### src/rtl/fnd_scan.sv
// Multi-digit seven-segment scan driver, double-buffered load; FND_LZB_EN adds leading-zero blanking.
// Latency: seg/dp/com registered one cycle after digit_idx/active data; shadow commits on frame_tick.
// Backpressure: ready=0 while the shadow holds an uncommitted value; load is ignored then.
module fnd_scan #(
  parameter int DIGITS       = 4,
  parameter int SCAN_DIV     = 1000,
  parameter int HEX_MODE     = 0,
  parameter int POLARITY_LOW = 0
) (
  input  logic                  clk,
  input  logic                  rst_n,
  input  logic                  en,
  input  logic                  load,
  input  logic [4*DIGITS-1:0]   din,
  input  logic [DIGITS-1:0]     dp_in,
  output logic                  ready,
  output logic [6:0]            seg,
  output logic                  dp,
  output logic [DIGITS-1:0]     com
);

  localparam int DW = $clog2(SCAN_DIV);
  localparam int IW = (DIGITS > 1) ? $clog2(DIGITS) : 1;
  localparam logic [DW-1:0] DIV_LAST = DW'(SCAN_DIV - 1);
  localparam logic [IW-1:0] IDX_LAST = IW'(DIGITS - 1);
  localparam logic          INV      = (POLARITY_LOW != 0);

  logic [DW-1:0]         div_cnt;
  logic [IW-1:0]         digit_idx;
  logic [4*DIGITS-1:0]   active, shadow;
  logic [DIGITS-1:0]     active_dp, shadow_dp;
  logic                  shadow_full;
  logic [6:0]            seg_r;
  logic                  dp_r;
  logic [DIGITS-1:0]     com_r;

  logic div_last, idx_last, frame_tick, accept, commit, blank_cur;
  logic [3:0] cur_code;

  assign div_last   = (div_cnt == DIV_LAST);
  assign idx_last   = (digit_idx == IDX_LAST);
  assign frame_tick = en && div_last && idx_last;
  assign accept     = load && !shadow_full;
  // With the display off there is no frame to tear, so commit right away.
  assign commit     = shadow_full && (frame_tick || !en);
  assign ready      = !shadow_full;
  assign cur_code   = active[4*int'(digit_idx) +: 4];

  function automatic logic [6:0] decode(input logic [3:0] c);
    logic [6:0] s;
    case (c)
      4'h0: s = 7'h3F;  4'h1: s = 7'h06;  4'h2: s = 7'h5B;  4'h3: s = 7'h4F;
      4'h4: s = 7'h66;  4'h5: s = 7'h6D;  4'h6: s = 7'h7D;  4'h7: s = 7'h07;
      4'h8: s = 7'h7F;  4'h9: s = 7'h6F;  4'hA: s = 7'h77;  4'hB: s = 7'h7C;
      4'hC: s = 7'h39;  4'hD: s = 7'h5E;  4'hE: s = 7'h79;  default: s = 7'h71;
    endcase
    if (HEX_MODE == 0 && c > 4'd9) s = 7'h40;
    return s;
  endfunction

`ifdef FND_LZB_EN
  logic [DIGITS-1:0] blank;
  logic              zero_run;
  // Walk from the most significant digit down; digit 0 is never blanked.
  always_comb begin
    blank    = '0;
    zero_run = 1'b1;
    for (int i = DIGITS - 1; i > 0; i--) begin
      zero_run = zero_run && (active[4*i +: 4] == 4'd0);
      blank[i] = zero_run;
    end
  end
  assign blank_cur = blank[digit_idx];
`else
  assign blank_cur = 1'b0;
`endif

  always_ff @(posedge clk or negedge rst_n) begin
    if (!rst_n) begin
      div_cnt   <= '0;
      digit_idx <= '0;
    end else if (!en) begin
      div_cnt   <= '0;
      digit_idx <= '0;
    end else if (div_last) begin
      div_cnt   <= '0;
      digit_idx <= idx_last ? '0 : digit_idx + 1'b1;
    end else begin
      div_cnt   <= div_cnt + 1'b1;
    end
  end

  // accept and commit are mutually exclusive: one needs the shadow empty, the other full.
  always_ff @(posedge clk or negedge rst_n) begin
    if (!rst_n) begin
      shadow      <= '0;
      shadow_dp   <= '0;
      shadow_full <= 1'b0;
      active      <= '0;
      active_dp   <= '0;
    end else if (accept) begin
      shadow      <= din;
      shadow_dp   <= dp_in;
      shadow_full <= 1'b1;
    end else if (commit) begin
      active      <= shadow;
      active_dp   <= shadow_dp;
      shadow_full <= 1'b0;
    end
  end

  always_ff @(posedge clk or negedge rst_n) begin
    if (!rst_n) begin
      seg_r <= '0;
      dp_r  <= 1'b0;
      com_r <= '0;
    end else if (!en) begin
      seg_r <= '0;
      dp_r  <= 1'b0;
      com_r <= '0;
    end else begin
      seg_r <= blank_cur ? 7'h00 : decode(cur_code);
      dp_r  <= active_dp[digit_idx];
      com_r <= DIGITS'(1) << digit_idx;
    end
  end

  // Internal state is active-high; polarity is applied at the pins so reset lands on the idle level.
  assign seg = seg_r ^ {7{INV}};
  assign dp  = dp_r ^ INV;
  assign com = com_r ^ {DIGITS{INV}};

endmodule

### config.mk
export PLATFORM = sky130hd
export DESIGN_NAME = fnd_scan
export DESIGN_NICKNAME = d
export VERILOG_FILES = /design/src/rtl/fnd_scan.sv
export SDC_FILE = /design/constraint.sdc
export NUM_CORES = 1
export LEC_CHECK = 0
export ABC_AREA = 1
export BUFFER_PORTS_ARGS = -buffer_cell sky130_fd_sc_hd__buf_4
export CAP_MARGIN = 10
export CELL_PAD_IN_SITES_DETAIL_PLACEMENT = 1
export CELL_PAD_IN_SITES_GLOBAL_PLACEMENT = 1
export CORE_ASPECT_RATIO = 1.5
export CORE_MARGIN = 8
export CORE_UTILIZATION = 40
export CTS_CLUSTER_SIZE = 12
export DETAILED_ROUTE_END_ITERATION = 10
export PLACE_DENSITY = 0.75
export REMOVE_ABC_BUFFERS = 1
export SYNTH_ARGS = -nofsm -noshare
export SYNTH_HDL_FRONTEND = slang
export SYNTH_SLANG_ARGS = --single-unit
export TNS_END_PERCENT = 5
### constraint.sdc
create_clock -name clk -period 1.8 [get_ports clk]
set_clock_uncertainty 0.1 [all_clocks]
set_input_delay 0.09 -clock clk [delete_from_list [all_inputs] [get_ports clk]]
set_output_delay 0.09 -clock clk [all_outputs]
set_load 0.03 [all_outputs]
* Word-level counts from Yosys, hierarchy flattened
Memories as Yosys holds them, arrays and structs flattened.
Index checks and enable logic that the tools add are counted.
** Storage, ports and cells
- Bits in registers :: 65
- ROM bits :: 112
- Bits of input ports :: 24
- Word-level logic and storage cells :: 43
- Memories kept :: 1
** Operators by class
- $add $sub $neg :: 2
- Order comparisons :: 2
- Eq/ne operators :: 3
- Shift operators :: 2
- Multiplexer cells :: 13
- Bitwise operators :: 1
- Reduce and logical (&&, ||, !) cells :: 9
** Memory list
- (no name shown) :: words 16, bits a word 7, read ports 1, clocked after memory_dff 0, write ports 0, RTL line 51 : case (c)
** Operators by type and width (number)
- $mux W10 :: 2
- $shiftx A16 B5 Y4 :: 1
- $mux W7 :: 2
- $add A10 B1 Y10 const B :: 1
- $eq A10 B10 Y1 const B :: 1
- $mux W2 :: 3
- $gt A4 B4 Y1 const B :: 1
- $logic_and A1 B1 Y1 :: 4
- $mux W1 :: 4
- $mux W4 :: 1
- $shl A1 B2 Y4 const A :: 1
- $lt A2 B3 Y1 const B :: 1
- $add A2 B1 Y2 const B :: 1
- $bmux W1 S2 :: 1
- $eq A2 B2 Y1 const B :: 1
- $logic_not A1 Y1 :: 2
- $ne A2 B1 Y1 const B :: 1
- $reduce_and A2 Y1 :: 1
- $reduce_bool A2 Y1 :: 1
- $logic_or A1 B1 Y1 :: 1
- $not A1 Y1 :: 1

* Logic depth before layout (Yosys ltp)
Gate-level depths: netlist (run 1).
- Word-level depth :: 7
- Gate-level depth with buffers :: 13

* Worst setup path after synthesis (run 1)
Ideal clock, no wire load.
- Path kind :: register to register
- Start :: reg digit_idx[0]
- End :: reg seg_r[1], in the netlist seg[1]
- Library setup time :: 0.117 ns
- Arrival :: 1.578 ns
- Required time :: 1.583 ns
- Path slack :: 0.005 ns
- Cell stages (with the launch flop) :: 14
- Period minus slack after synthesis :: 1.795 ns
- Cell sequence :: dfrtp_1 -> inv_2 -> buf_6 -> nand2_1 -> nand3_1 -> nand2_1 -> inv_1 -> ha_1 -> inv_1 -> nand2_1 -> nand2_4 -> nand2_4 -> nand2_2 -> nor2_1
** On the way
- Cells in the longest elaborated chain, start to end :: 4
** RTL lines
- start, declared :: RTL line 29 : logic [IW-1:0] digit_idx;
- start signal, assigned :: RTL line 87 : digit_idx <= idx_last ? '0 : digit_idx + 1'b1;
- $shiftx A16 B5 Y4 * :: RTL line 47 : assign cur_code = active[4*int'(digit_idx) +: 4];
- $mem_v2 Z16 W7 or $gt A4 B4 Y1 (tied branches)
- $mux W7 * :: RTL line 57 : if (HEX_MODE == 0 && c > 4'd9) s = 7'h40;
- $mux W7 * :: RTL line 117 : end else if (!en) begin
- end signal, assigned :: RTL line 122 : seg_r <= blank_cur ? 7'h00 : decode(cur_code);
- end, declared :: RTL line 33 : logic [6:0] seg_r;
Every way passes the cells marked *; elsewhere a longest branch is shown, timed or not.
A chain may end at the register's enable or synchronous reset.

* Worst setup path in the final report (run 1)
- Start :: reg digit_idx[0]
- End :: reg seg_r[3], in the netlist seg[3]
Same word-level chain as after synthesis.

==> reports/summary.txt, run 1 <==
Worst reg-to-reg setup slack - 50 ps
H-Tree Level Count - 3
Post-Route Utilization - 55.0%
Worst min path class - primary input to asynchronous set/reset pin
Worst path max stage delay - 430 ps
Warnings, synthesis - 0
Distinct cells, synth - 27
Final Power - 0.00567 W
Setup TNS - 0 ps
Worst path required time - 1920 ps
Port Buffers - 36
Layout Nets - 430
DR iter-0 viols - 59
Slew @ Worst Pin - 399 ps
FMAX - 0.571 GHz
Leak - 2.07 nW
Mapped Area - 3070 um^2
First-pass GRT wire length - 12.4 mm
Cell mode on critical path - nand3_1
DPL Wire Length - 4.89 mm
DR vias/cell - 4.82
Register area share after synthesis - 53.0%
Final setup fails - 0
CP max stage cell - dfrtp_2
Fraction of final layout cells sized beyond drive strength 1 - 29.3%
Fillers - 889
CTS tree - done
WP data arrival - 1870 ps
Vias in the first global route - 2,680
Row cnt - 39
Synthesized instance count - 318
Worst-path maximum fanout - 6
CTS Root Cell - clkbuf_16
Reg area - 1630 um^2
Via count - 2,421
Vert. Die Dim - 123 um
Number of I/O pins - 37
Max-cap violations - 0
Initial antenna violation count - 0
Commonest non-fill, non-tap cell in the layout - nand2_1
Clk sinks - 65
P&R area growth vs syn - 34.5%
Antenna cells - 0
Pins Over Slew Limit - 0
Clk_lat worst skew - 330 ps
Largest net degree at the start of global routing - 31
Critical path cell sequence - buf_6 > nand2_1 > nand3_1 > nand2_2 > buf_4 > ha_1 > nand3_1 > nand3_1 > nand2_1 > nor2_1
CP Launch Type - flip-flop
WL/cell - 13.9 um
Die X - 87.6 um
Fin. Hold Viols - 0
Unrepaired setup endpoints after global routing - true
Initial cell density of the core - 40.9%
Mean post-synth cell area - 9.66 um^2
Min cycle time layout - 1750 ps
PwrDens - 1370 nW/um^2
Die area - 10,800 um^2
Tcrit/Tclk final - 97.3%
Core ar. - 7510 um^2
Gpl congestion - 0.803
First drt pass iteration count - 4
Peak supply drop - 886 uV
Gr ovfl total - 0
Hold WS - 144 ps
Commonest cells after routing, fill and taps aside - nand2_1 (84), dfrtp_1 (63), buf_4 (51)
DR DRC count - 0
Relative slew slack - 73.4%
Crit end category - flip-flop
Status - complete, no violations
TritonCTS buffer count - 9
Total Wirelength - 7.00 mm
Detail Route Antenna Nets - 0
Multi-input logic area - 1300 um^2
Maximum root-to-sink buffer count - 2
CTS clk-pin slew, worst paths - 50 ps
Tot GR Track Use - 14.9%
Post-synthesis sequential element count - 65
Kind of critical path - flip-flop to flip-flop
==> synth_stat cells, drive strengths merged <==
| library cell | instances | area share, % |
|---|---|---|
| nand2 | 95 | 13 |
| dfrtp | 65 | 53 |
| nand3 | 43 | 7.8 |
| nor2 | 23 | 2.8 |
| inv | 22 | 2.7 |
| mux2 | 20 | 7.3 |
| buf | 11 | 2.7 |
| ha | 11 | 4.5 |
| a21oi | 7 | 1.3 |
| nor3 | 6 | 0.98 |
| o21ai | 6 | 1.1 |
| xor2 | 3 | 0.86 |
| a211oi | 1 | 0.24 |
| a31oi | 1 | 0.20 |
| clkbuf | 1 | 0.45 |
| nor4 | 1 | 0.20 |
| o21a | 1 | 0.24 |
| xnor2 | 1 | 0.29 |
==> worst max-delay path: cells and delay by family, from the launching register on <==
| family | cells | cell delay [ps] |
|---|---|---|
| flip-flops | 1 | 430 |
| AND/OR/NAND/NOR | 7 | 530 |
| adder cells (fa/ha/maj) | 1 | 310 |
| buffers and inverters | 2 | 260 |
==> sequential cells by signal, indices dropped and copies added, names as in the netlist <==
signal and cells:
active 16, active_dp 4, com 4, digit_idx 2, div_cnt 10, dp 1, seg 7, shadow 16
shadow_dp 4, shadow_full 1
==> kinds of logic (layout without fill, tap and decap cells) <==
group | after synthesis | in the layout | share of synthesized area, %
XOR/XNOR | 4 | 4 | 1.14
buffers and inverters | 34 | 116 | 5.87
flip-flops | 65 | 65 | 53.0
multiplexers | 20 | 20 | 7.33
AND/OR/NAND/NOR | 168 | 168 | 25.2
adder cells (fa/ha/maj) | 11 | 11 | 4.48
AO/OA/AOI/OAI | 16 | 16 | 3.06
==> metrics by stage <==
step | cells | setup WS (ps) | instance area [um^2]
after CTS | 501 | 8.80 | 4090
after detailed placement | 459 | -77.9 | 3500
after floorplan | 306 | -651 | 2970
final | 502 | 49.4 | 4130
after global routing | 502 | -49.8 | 4130
after global placement | 459 | 37.3 | 3500
==> cell type report <==
class / instances / area share [%]
Clock inverter: 2 / 1.45
Timing Repair Buffer: 78 / 16.1
Clock buffer: 14 / 6.39
Multi-Input combinational cell: 219 / 31.4
Inverter: 22 / 2.06
Sequential cell: 65 / 39.4
Tap cell: 102 / 3.09
==> repair_timing <==
item | in CTS | in global routing
resized for setup | 4 | 16
endpoints found under the hold margin | 92 | 0
setup endpoints to repair | 7 | 30
hold buffers | 23 | 0
pin swaps | 1 | 1
buffers inserted | 3 | 1
==> routing by layer <==
metal	global-route usage [%]	up-vias	share of wire (%)
met5	0	-	0
met4	6.59	0	2.1
met3	4.72	10	3.3
met2	27.1	37	56
met1	15.0	1196	39
li1	-	1178	-
==> power by group <==
part | switching [W] | total, W | leakage [nW] | internal [W]
combinational | 0.00102 | 0.00175 | 1.10 | 0.000735
sequential | 0.000191 | 0.00203 | 0.811 | 0.00184
clock | 0.000593 | 0.00188 | 0.157 | 0.00129
==> path summary, 6_finish.rpt <==
| path | end | from | cells after the start |
|---|---|---|---|
| worst min-delay path | shadow_dp[3] | rst_n | 2 |
| min in group clk | active_dp[1] | active_dp[1] | 2 |
| max in group asynchronous | shadow[3] | rst_n | 3 |
| worst min register to register | active_dp[1] | active_dp[1] | 2 |
| worst max-delay path | seg[3] | digit_idx[0] | 10 |
| worst max register to register | seg[3] | digit_idx[0] | 10 |
Note: power is estimated with default switching activity, not from simulation.
==> run 2, diff against run 1 <==
Settings changed: PLACE_DENSITY 0.75 to 0.77.
==> run 2 against run 1 <==
- via count decreased by 2.4%
- sequential share of layout area increased by 0.29 points
- flip-flop and latch count unchanged
- register-to-register slack improved by 50 ps
- maximum frequency increased by 3.2%
==> reports/summary.txt, run 2 (synthesized netlist as in run 1, its figures left out) <==
H-Tree Level Count - 3
CTS tree - done
Commonest cells after routing, fill and taps aside - nand2_1 (83), dfrtp_1 (63), buf_4 (50)
RR Startpoint - digit_idx[0]
Fin. Hold Viols - 0
Die X - 87.6 um
Hold WS - 193 ps
Fraction of final layout cells sized beyond drive strength 1 - 29.5%
CP Launch Type - flip-flop
Final setup fails - 0
Leak - 2.04 nW
Min cycle time layout - 1700 ps
Tot GR Track Use - 14.4%
Max-cap violations - 0
Row cnt - 39
Clk_lat worst skew - 330 ps
Worst min path class - primary input to asynchronous set/reset pin
Pins Over Slew Limit - 0
Finished Cell Area - 4100 um^2
DR vias/cell - 4.74
Via count - 2,363
Kind of critical path - flip-flop to flip-flop
Cell mode on critical path - nand2_1
Initial cell density of the core - 40.9%
DR DRC count - 0
WP data arrival - 1870 ps
Detail Route Antenna Nets - 0
Relative slew slack - 77.1%
CTS clk-pin slew, worst paths - 50 ps
Status - complete, no violations
PwrDens - 1300 nW/um^2
Commonest non-fill, non-tap cell in the layout - nand2_1
Slew @ Worst Pin - 343 ps
Tcrit/Tclk final - 94.2%
Regs by FF count - active (16), shadow (16), div_cnt (10)
Vias in the first global route - 2,640
First-pass GRT wire length - 12.0 mm
CP max stage cell - dfrtp_2
Unrepaired setup endpoints after global routing - true
Layout Nets - 429
WL/cell - 14.1 um
Initial antenna violation count - 0
Number of I/O pins - 37
Maximum root-to-sink buffer count - 2
Worst-path maximum fanout - 20
Vert. Die Dim - 123 um
Fin cells - 499
Worst setup path startpoint - digit_idx[0]
Worst path required time - 1970 ps
Antenna cells - 0
Gpl congestion - 0.823
Die area - 10,800 um^2
Total Wirelength - 7.05 mm
Final Power - 0.00532 W
Critical path cell sequence - buf_4 > ha_1 > nand2_1 > a21oi_4 > buf_6 > nand3_1 > nand2_1
Post-Route Utilization - 54.6%
Placed cell area - 3500 um^2
Core ar. - 7510 um^2
P&R area growth vs syn - 33.5%
Largest net degree at the start of global routing - 66
First drt pass iteration count - 4
Port Buffers - 36
TritonCTS buffer count - 9
DR iter-0 viols - 83
Peak supply drop - 881 uV
Clk sinks - 65
Placed insts - 458
CTS Root Cell - clkbuf_16
Gr ovfl total - 0
FMAX - 0.589 GHz
DPL Wire Length - 4.78 mm
Crit end category - flip-flop
Worst path max stage delay - 440 ps
## run 2: cell count changes in the layout (fill, tap and decap cells not counted), moves of 2 or more
| cell | previous run | this run |
|---|---|---|
| bufinv_16 | 2 | 0 |
| clkbuf_1 | 3 | 1 |
| clkinv_2 | 0 | 2 |
| ha_1 | 11 | 9 |
## run 2: layout make-up
type                    count  area, um^2
multi-input cells         219        1330
clock buffers              11         243
repair buffers             77         668
well taps                 102         128
clock inverters             3        18.8
flip-flops and latches     65        1630
inverters                  22        85.1
fillers                   880        3410
## run 2: through the flow
step | worst slack [ps] | TNS [ps]
after floorplan | -651 | -13990
after global placement | 21.6 | 0
after detailed placement | -69.0 | -264
after CTS | 11.4 | 0
after global routing | -44.9 | -49.2
final | 104 | 0
## run 2: critical path: cells and delay by family, from the launching register on
kind / cells / cell delay (ps)
compound gates: 1 / 240
fa+ha+maj: 1 / 170
buf+inv: 2 / 370
flops: 1 / 440
simple gates: 3 / 310
## run 2: path summary, 6_finish.rpt
path	to	slack, ps	cells after the start
max	active[9]	100	7
min	active[12]	190	3
max reg2reg	active[9]	100	7
min reg2reg	active[7]	370	2
max in group asynchronous	active[2]	1120	3
min in group clk	active[7]	370	2
## run 2: power breakdown
group	switching [W]	internal [W]	leakage (nW)
logic	0.00101	0.000727	1.09
clock network	0.000601	0.000949	0.131
registers	0.000197	0.00184	0.811
## run 2: timing repair
item	in CTS	in global routing
hold endpoints to repair	92	0
setup endpoints to repair	28	30
hold buffers	23	0
pin swaps	0	5
setup buffers	0	4
cloned	0	0
gates resized for setup	4	19
## run 2: metal layers
metal  vias up  track usage (%)  share of wire [%]
met5         -                0                  0
met4         0             7.46                2.3
met3         9             4.72                4.2
met2        36             26.0                 56
met1      1139             14.4                 37
li1       1179                -                  -
